## config.mk

```make
export PLATFORM = sky130hd
export DESIGN_NAME = burst_write_master_flat
export DESIGN_NICKNAME = d
export VERILOG_FILES = /design/src/rtl/burst_write_master_if.sv /design/src/rtl/burst_write_master.sv /design/src/flat_wrapper.sv
export SDC_FILE = /design/constraint.sdc
export NUM_CORES = 2
export LEC_CHECK = 0
export BUFFER_PORTS_ARGS = -buffer_cell sky130_fd_sc_hd__buf_2
export CAP_MARGIN = 20
export CORE_ASPECT_RATIO = 1.75
export CORE_UTILIZATION = 35
export CTS_BUF_LIST = sky130_fd_sc_hd__clkbuf_16
export CTS_CLUSTER_DIAMETER = 150
export CTS_CLUSTER_SIZE = 30
export DETAILED_ROUTE_END_ITERATION = 8
export HOLD_SLACK_MARGIN = 0.06
export PLACE_DENSITY = 0.49
export SETUP_SLACK_MARGIN = 0.02
export SYNTH_ARGS = -nofsm -noshare
export SYNTH_HDL_FRONTEND = slang
export SYNTH_SLANG_ARGS = --single-unit
```

## constraint.sdc

```tcl
create_clock -name clk -period 11.6 [get_ports clk]
set_clock_uncertainty 0.15 [all_clocks]
set_input_delay 1.74 -clock clk [delete_from_list [all_inputs] [get_ports clk]]
set_output_delay 1.74 -clock clk [all_outputs]
set_load 0.02 [all_outputs]
```

## src/rtl/burst_write_master_if.sv

```systemverilog
// Avalon-MM burst write bus between the write master and the memory controller write port.
interface burst_write_master_if #(
    parameter int unsigned ADDRESS_WIDTH     = 32,
    parameter int unsigned DATA_WIDTH        = 32,
    parameter int unsigned BYTE_ENABLE_WIDTH = 4,
    parameter int unsigned BURST_WIDTH       = 4
);
    logic [ADDRESS_WIDTH-1:0]     address;
    logic                         write;
    logic [DATA_WIDTH-1:0]        writedata;
    logic [BURST_WIDTH-1:0]       burstcount;
    logic [BYTE_ENABLE_WIDTH-1:0] byteenable;
    logic                         waitrequest;

    modport master (
        output address, write, writedata, burstcount, byteenable,
        input  waitrequest
    );

    modport slave (
        input  address, write, writedata, burstcount, byteenable,
        output waitrequest
    );
endinterface

```

## src/rtl/burst_write_master.sv

```systemverilog
// Avalon-MM burst write master: writes a programmed word count as bursts, sourcing data
// from a first-word-fall-through stream FIFO or from an incrementing pattern generator.
module burst_write_master #(
    parameter int unsigned ADDRESS_WIDTH     = 32,
    parameter int unsigned DATA_WIDTH        = 32,
    parameter int unsigned BYTE_ENABLE_WIDTH = 4,
    parameter int unsigned LENGTH_WIDTH      = 24,
    parameter int unsigned MAX_BURST         = 8,
    parameter int unsigned BURST_WIDTH       = 4,
    parameter int unsigned FIFO_DEPTH        = 32,
    parameter int unsigned FIFO_DEPTH_LOG2   = 5
) (
    input  logic                     clk,
    input  logic                     reset_n,

    input  logic                     ctrl_start,
    input  logic [ADDRESS_WIDTH-1:0] ctrl_baseaddress,
    input  logic [LENGTH_WIDTH-1:0]  ctrl_length,
    input  logic                     ctrl_pattern_mode,
    input  logic [DATA_WIDTH-1:0]    ctrl_seed,
    output logic                     ctrl_busy,
    output logic                     ctrl_done,

    input  logic                     user_write,
    input  logic [DATA_WIDTH-1:0]    user_writedata,
    output logic                     user_buffer_full,

    burst_write_master_if.master     master
);
    localparam int unsigned BE_SHIFT    = $clog2(BYTE_ENABLE_WIDTH);
    localparam int unsigned LEVEL_WIDTH = FIFO_DEPTH_LOG2 + 1;

    typedef enum logic [1:0] {
        IDLE,
        ARB,
        BURST,
        DONE
    } state_t;

    state_t state;
    state_t state_next;

    logic [ADDRESS_WIDTH-1:0]   addr;
    logic [LENGTH_WIDTH-1:0]    remaining;
    logic                       pattern_mode;
    logic [DATA_WIDTH-1:0]      pattern;
    logic [BURST_WIDTH-1:0]     beats_left;

    logic [DATA_WIDTH-1:0]      mem [FIFO_DEPTH];
    logic [FIFO_DEPTH_LOG2-1:0] wr_ptr;
    logic [FIFO_DEPTH_LOG2-1:0] rd_ptr;
    logic [LEVEL_WIDTH-1:0]     level;
    logic [LEVEL_WIDTH-1:0]     level_next;

    logic [BURST_WIDTH-1:0]     burst_len_c;
    logic                       data_ready_c;
    logic                       start_c;
    logic                       load_c;
    logic                       accept_c;
    logic                       last_beat_c;
    logic                       push_c;
    logic                       pop_c;
    logic [DATA_WIDTH-1:0]      next_word_c;

    assign master.byteenable = '1;

    // Burst sizing and source readiness for the arbitration state
    always_comb begin
        burst_len_c  = BURST_WIDTH'(MAX_BURST);
        if (remaining < LENGTH_WIDTH'(MAX_BURST)) begin
            burst_len_c = BURST_WIDTH'(remaining);
        end
        data_ready_c = pattern_mode || (level >= LEVEL_WIDTH'(burst_len_c));
        accept_c     = master.write && !master.waitrequest;
        last_beat_c  = accept_c && (beats_left == BURST_WIDTH'(1));
        next_word_c  = pattern_mode ? pattern : mem[rd_ptr];
    end

    always_ff @(posedge clk or negedge reset_n) begin
        if (!reset_n) begin
            state <= IDLE;
        end else begin
            state <= state_next;
        end
    end

    // Zero length falls through ARB to DONE without ever raising write
    always_comb begin
        state_next = state;
        start_c    = 1'b0;
        load_c     = 1'b0;
        unique case (state)
            IDLE: begin
                if (ctrl_start) begin
                    start_c    = 1'b1;
                    state_next = ARB;
                end
            end
            ARB: begin
                if (remaining == '0) begin
                    state_next = DONE;
                end else if (data_ready_c) begin
                    load_c     = 1'b1;
                    state_next = BURST;
                end
            end
            BURST: begin
                if (last_beat_c) begin
                    state_next = (remaining == LENGTH_WIDTH'(master.burstcount)) ? DONE : ARB;
                end
            end
            DONE: begin
                state_next = IDLE;
            end
            default: begin
                state_next = IDLE;
            end
        endcase
    end

    // Writedata is a register, so the first word is popped at burst load and each later
    // word on the acceptance of the previous one; the last acceptance pops nothing.
    assign push_c = user_write && !user_buffer_full;
    assign pop_c  = !pattern_mode && (load_c || (accept_c && !last_beat_c));

    always_comb begin
        level_next = level;
        unique case ({push_c, pop_c})
            2'b10:   level_next = level + LEVEL_WIDTH'(1);
            2'b01:   level_next = level - LEVEL_WIDTH'(1);
            default: level_next = level;
        endcase
    end

    always_ff @(posedge clk) begin
        if (push_c) begin
            mem[wr_ptr] <= user_writedata;
        end
    end

    always_ff @(posedge clk or negedge reset_n) begin
        if (!reset_n) begin
            wr_ptr           <= '0;
            rd_ptr           <= '0;
            level            <= '0;
            user_buffer_full <= 1'b0;
        end else begin
            if (push_c) begin
                wr_ptr <= wr_ptr + FIFO_DEPTH_LOG2'(1);
            end
            if (pop_c) begin
                rd_ptr <= rd_ptr + FIFO_DEPTH_LOG2'(1);
            end
            level            <= level_next;
            user_buffer_full <= (level_next == LEVEL_WIDTH'(FIFO_DEPTH));
        end
    end

    // Transfer bookkeeping and registered bus outputs
    always_ff @(posedge clk or negedge reset_n) begin
        if (!reset_n) begin
            addr              <= '0;
            remaining         <= '0;
            pattern_mode      <= 1'b0;
            pattern           <= '0;
            beats_left        <= '0;
            ctrl_busy         <= 1'b0;
            ctrl_done         <= 1'b0;
            master.address    <= '0;
            master.write      <= 1'b0;
            master.writedata  <= '0;
            master.burstcount <= '0;
        end else begin
            ctrl_done <= (state == DONE);
            if (state == DONE) begin
                ctrl_busy <= 1'b0;
            end

            if (start_c) begin
                addr         <= ctrl_baseaddress;
                remaining    <= ctrl_length;
                pattern_mode <= ctrl_pattern_mode;
                pattern      <= ctrl_seed;
                ctrl_busy    <= 1'b1;
            end

            if (load_c) begin
                master.write      <= 1'b1;
                master.address    <= addr;
                master.burstcount <= burst_len_c;
                master.writedata  <= next_word_c;
                beats_left        <= burst_len_c;
                if (pattern_mode) begin
                    pattern <= pattern + DATA_WIDTH'(1);
                end
            end

            if (accept_c) begin
                if (last_beat_c) begin
                    master.write <= 1'b0;
                    addr         <= addr + (ADDRESS_WIDTH'(master.burstcount) << BE_SHIFT);
                    remaining    <= remaining - LENGTH_WIDTH'(master.burstcount);
                end else begin
                    beats_left       <= beats_left - BURST_WIDTH'(1);
                    master.writedata <= next_word_c;
                    if (pattern_mode) begin
                        pattern <= pattern + DATA_WIDTH'(1);
                    end
                end
            end
        end
    end
endmodule

```

## src/flat_wrapper.sv

```systemverilog
// flat-port wrapper written by rule: the top's interface ports become plain ports
module burst_write_master_flat 
#(
    parameter int unsigned ADDRESS_WIDTH     = 32,
    parameter int unsigned DATA_WIDTH        = 32,
    parameter int unsigned BYTE_ENABLE_WIDTH = 4,
    parameter int unsigned LENGTH_WIDTH      = 24,
    parameter int unsigned MAX_BURST         = 8,
    parameter int unsigned BURST_WIDTH       = 4,
    parameter int unsigned FIFO_DEPTH        = 32,
    parameter int unsigned FIFO_DEPTH_LOG2   = 5
)
  (clk, reset_n, ctrl_start, ctrl_baseaddress, ctrl_length, ctrl_pattern_mode, ctrl_seed, ctrl_busy, ctrl_done, user_write, user_writedata, user_buffer_full, master_address, master_write, master_writedata, master_burstcount, master_byteenable, master_waitrequest);
  burst_write_master_if #(.ADDRESS_WIDTH(ADDRESS_WIDTH), .DATA_WIDTH(DATA_WIDTH), .BYTE_ENABLE_WIDTH(BYTE_ENABLE_WIDTH), .BURST_WIDTH(BURST_WIDTH)) master_i ();
  input  logic clk;
  input  logic reset_n;
  input  logic ctrl_start;
  input  logic [ADDRESS_WIDTH-1:0] ctrl_baseaddress;
  input  logic [LENGTH_WIDTH-1:0] ctrl_length;
  input  logic ctrl_pattern_mode;
  input  logic [DATA_WIDTH-1:0] ctrl_seed;
  output logic ctrl_busy;
  output logic ctrl_done;
  input  logic user_write;
  input  logic [DATA_WIDTH-1:0] user_writedata;
  output logic user_buffer_full;
  output wire logic [$bits(master_i.address)-1:0] master_address;
  output wire logic [$bits(master_i.write)-1:0] master_write;
  output wire logic [$bits(master_i.writedata)-1:0] master_writedata;
  output wire logic [$bits(master_i.burstcount)-1:0] master_burstcount;
  output wire logic [$bits(master_i.byteenable)-1:0] master_byteenable;
  input wire logic [$bits(master_i.waitrequest)-1:0] master_waitrequest;
  assign master_address = master_i.address;
  assign master_write = master_i.write;
  assign master_writedata = master_i.writedata;
  assign master_burstcount = master_i.burstcount;
  assign master_byteenable = master_i.byteenable;
  assign master_i.waitrequest = master_waitrequest;
  burst_write_master #(.ADDRESS_WIDTH(ADDRESS_WIDTH), .DATA_WIDTH(DATA_WIDTH), .BYTE_ENABLE_WIDTH(BYTE_ENABLE_WIDTH), .LENGTH_WIDTH(LENGTH_WIDTH), .MAX_BURST(MAX_BURST), .BURST_WIDTH(BURST_WIDTH), .FIFO_DEPTH(FIFO_DEPTH), .FIFO_DEPTH_LOG2(FIFO_DEPTH_LOG2)) u_core (.clk(clk), .reset_n(reset_n), .ctrl_start(ctrl_start), .ctrl_baseaddress(ctrl_baseaddress), .ctrl_length(ctrl_length), .ctrl_pattern_mode(ctrl_pattern_mode), .ctrl_seed(ctrl_seed), .ctrl_busy(ctrl_busy), .ctrl_done(ctrl_done), .user_write(user_write), .user_writedata(user_writedata), .user_buffer_full(user_buffer_full), .master(master_i));
endmodule
```

==> results by group <==
Status
  • Status: finished clean

Synthesis
  • Top cell type's share of synthesized area: a little under two thirds
  • Synthesized cell area: roughly 48000 µm²
  • Cells after Synth: 2737
  • Sequential share of the synthesized area: 73.22%
  • Asr flop ratio synth: between 15 and 20%
  • Yosys top cell by area: edfxtp_1
  • Post-synth top cells: edfxtp_1, mux4_2, nand2_1, dfrtp_1, a22oi_1
  • #FFs+latches synth: about 1200
  • Main synth FF type: edfxtp_1
  • Avg Cell Area, Syn: roughly 18 µm²
  • Cell variety after synth: 84
  • Cell with the most instances after synthesis: edfxtp_1
  • Area contributors post-synth: edfxtp_1, mux4_2, dfrtp_1, a22oi_1, nand2_1
  • Number of synthesized flops with an enable pin: between 1000 and 1500
  • Synth warn: 0

Worst setup path
  • Startpoint types: flop
  • Crit Path Category: reg2reg
  • Crit. End Element: flop
  • Worst EP arrival: slightly above 6 ns
  • CP Max Fanout: 50
  • Reg2reg setup slack: 5.85 ns
  • Worst Path Required: approximately 12 ns

Power and ir drop
  • Worst VDD drop: 0.1653 mV
  • Part of the power in combinational logic: 36.5%
  • Psw: about 4.6 mW
  • Clock network fraction of total power: between 15 and 20%
  • Pleak: 17.37 nW
  • Int Power: ~7.6 mW
  • Share of power burned in registers: a little under half
  • Power per cell area: 230.5 nW/µm²
  • Sw Share: between 30% and 40%

Clock network
  • CTS tree: built
  • Hold buffers post-CTS: 0
  • Skew-Pair Late Insertion Delay: 0.67 ns
  • Root Driver: clkbuf_16
  • TritonCTS Buffers: 46
  • CTS max path bufs: 3
  • # resized after CTS: 0
  • Postcts setup bufs: 0
  • H-tree Lvls: 2
  • Worst-path clk slew: 0.13 ns
  • Clock sinks: around 1200

STA
  • Pins over their slew limit: 0
  • Final-report hold violation count: 0
  • Post-route worst setup slack: approximately 5.8 ns
  • Period utilization: a little under 50%
  • Slew headroom: 22.23%
  • Setup TNS: 0 ns
  • Worst Tran Pin Value: 1.164 ns
  • Hold Slack: 0.3340 ns
  • Final setup fails: 0
  • Min cycle time layout: between 5 and 6 ns
  • Achievable Freq: 0.1738 GHz
  • RSZ-0062 raised after global routing: false

Floorplanning
  • Core ar.: 136400 µm²
  • Initial Utilization: 35.38%
  • Die Wd: 282.7 µm
  • Chip height: 493.2 µm
  • IO Count: between 200 and 250
  • Row cnt: 179
  • Die Area: around 140000 µm²

Place
  • Gpl congestion: approximately 0.85
  • Post-DP HPWL: about 92000 µm
  • Port bufs: between 150 and 200
  • Pre-CTS setup slack: about 5.8 ns

Hold path
  • Worst Hold Class: reg2reg

Finish
  • Fillers: 12420
  • Fin nets: between 3000 and 4000
  • Layout cells sized above 1: between 20 and 25%
  • Area delta synth->final: 10.20%

Detailed routing
  • DRC viols: 0
  • WL/cell: 29.03 µm
  • Initial drt markers: between 2000 and 2500
  • Via Count: between 20000 and 30000
  • Vias per cell: approximately 5.5
  • First-pass DRT Iterations: 5
  • DRT Wirelength: ~140000 µm
  • Final ANT Viol Nets: 0

Flow run
  • Max cap viols: 0

Global routing
  • Global-route wire length before repair: 200200 µm
  • Antenna violations before repair: 29
  • Total track usage: between 10% and 20%
  • Largest net degree at the start of global routing: approximately 130
  • Grt total ovfl: 0
  • Vias in the first global route: approximately 28000
power groups by stage:
| stage | Clock (mW) | Combinational (mW) | Sequential [mW] |
|---|---|---|---|
| 6_report | 2.05 | 4.47 | 5.74 |
| 4_1_cts | 2.12 | 4.55 | 5.74 |
| 5_1_grt | 2.25 | 4.83 | 5.80 |
| 3_5_place_dp | 0 | 4.53 | 5.84 |
| 2_1_floorplan | 0 | 2.81 | 5.71 |
| 3_3_place_gp | 0 | 4.50 | 5.81 |
state kept, by name, summed over array words and instances (netlist names), 5 cells and up:
signal and cells:
u_core.remaining 24, u_core.level 6, u_core.addr 32, u_core.mem 1024, u_core.pattern 32, u_core.wr_ptr 5, u_core.master.address 32, u_core.rd_ptr 5
u_core.master.writedata 32
area by class of cell:
class	instances	area (µm²)	area share, %
Sequential cell	1207	35340	66.45
Timing Repair Buffer	266	1608	3.024
Clock inverter	29	157.7	0.2965
Clock buffer	46	1151	2.165
Multi-Input combinational cell	1353	12490	23.49
Tap cell	1810	2265	4.259
Antenna cell	23	57.56	0.1082
Inverter	29	108.9	0.2047
kinds of logic (layout without fill, tap and decap cells):
family | Yosys count | in the layout | share of synthesized area (%)
xor+xnor | 15 | 15 | 0.2723
other cells | 1 | 27 | 0.007772
flops | 1207 | 1207 | 73.22
mux | 260 | 260 | 12.04
simple gates | 612 | 612 | 5.972
fa+ha+maj | 28 | 28 | 0.7727
compound gates | 434 | 434 | 6.172
buf+inv | 180 | 370 | 1.548
cells in the final DEF (no fill, tap or decap), drive strengths merged, types with 6 or more instances in the layout:
cell / instances
nand3: 92
a31oi: 7
inv: 56
and3: 17
nor2: 119
and4: 8
and2: 8
nor2b: 14
dfrtp: 183
buf: 265
o211ai: 27
a22oi: 133
clkbuf: 47
nor4: 17
nor3: 35
o21ai: 109
a211oi: 29
ha: 25
or2: 6
or3: 7
nand4: 16
nand2b: 9
nand2: 247
a21oi: 42
mux4: 256
xnor2: 10
edfxtp: 1024
a311oi: 16
a21o: 14
diode: 23
o311ai: 8
a21boi: 6
critical path, stage by stage, from the launching register on:
cell	delay, ns
dfrtp_1	0.46
nor4_4	0.37
nand4b_2	0.40
nor4_1	0.61
ha_1	0.33
nand2b_1	0.13
a211oi_1	0.29
o21ai_1	0.21
a21oi_4	0.16
buf_4	0.47
nor2_1	0.21
ha_1	0.36
ha_1	0.31
a21o_1	0.18
a21oi_1	0.27
nand4b_1	0.16
nand4_1	0.11
xor2_1	0.18
nor4bb_1	0.27
metal layers:
layer | track usage [%] | routed length (µm)
met1 | 23.72 | 52640
met2 | 36.21 | 74710
met3 | 2.771 | 6437
met4 | 7.174 | 4386
met5 | 0 | 90
metrics by stage:
stage / instances / power (mW) / instance area, µm² / util [%]
2_1_floorplan: 2740 / 8.521 / 48260 / -
3_3_place_gp: 4660 / 10.31 / 51700 / 37.91
3_5_place_dp: 4664 / 10.37 / 51780 / 37.96
4_1_cts: 4739 / 12.41 / 53090 / 38.92
5_1_grt: 4757 / 12.87 / 53160 / 38.98
6_report: 4763 / 12.26 / 53170 / 38.99
final timing paths:
check                                                     startpoint                                    end  cells past startpoint
worst max-delay path                   u_core.remaining[7]$_DFF_PN0_      u_core.user_buffer_full$_DFF_PN0_                     18
worst min-delay path            u_core.master.address[2]$_DFFE_PN0N_   u_core.master.address[2]$_DFFE_PN0N_                      2
worst max register to register         u_core.remaining[7]$_DFF_PN0_      u_core.user_buffer_full$_DFF_PN0_                     18
worst min register to register  u_core.master.address[2]$_DFFE_PN0N_   u_core.master.address[2]$_DFFE_PN0N_                      2
max in group asynchronous                                    reset_n  u_core.master.writedata[30]$_DFF_PN0_                      3
min in group asynchronous                                    reset_n  u_core.master.address[12]$_DFFE_PN0N_                      1
No activity file was read; power rests on OpenSTA's default activity.
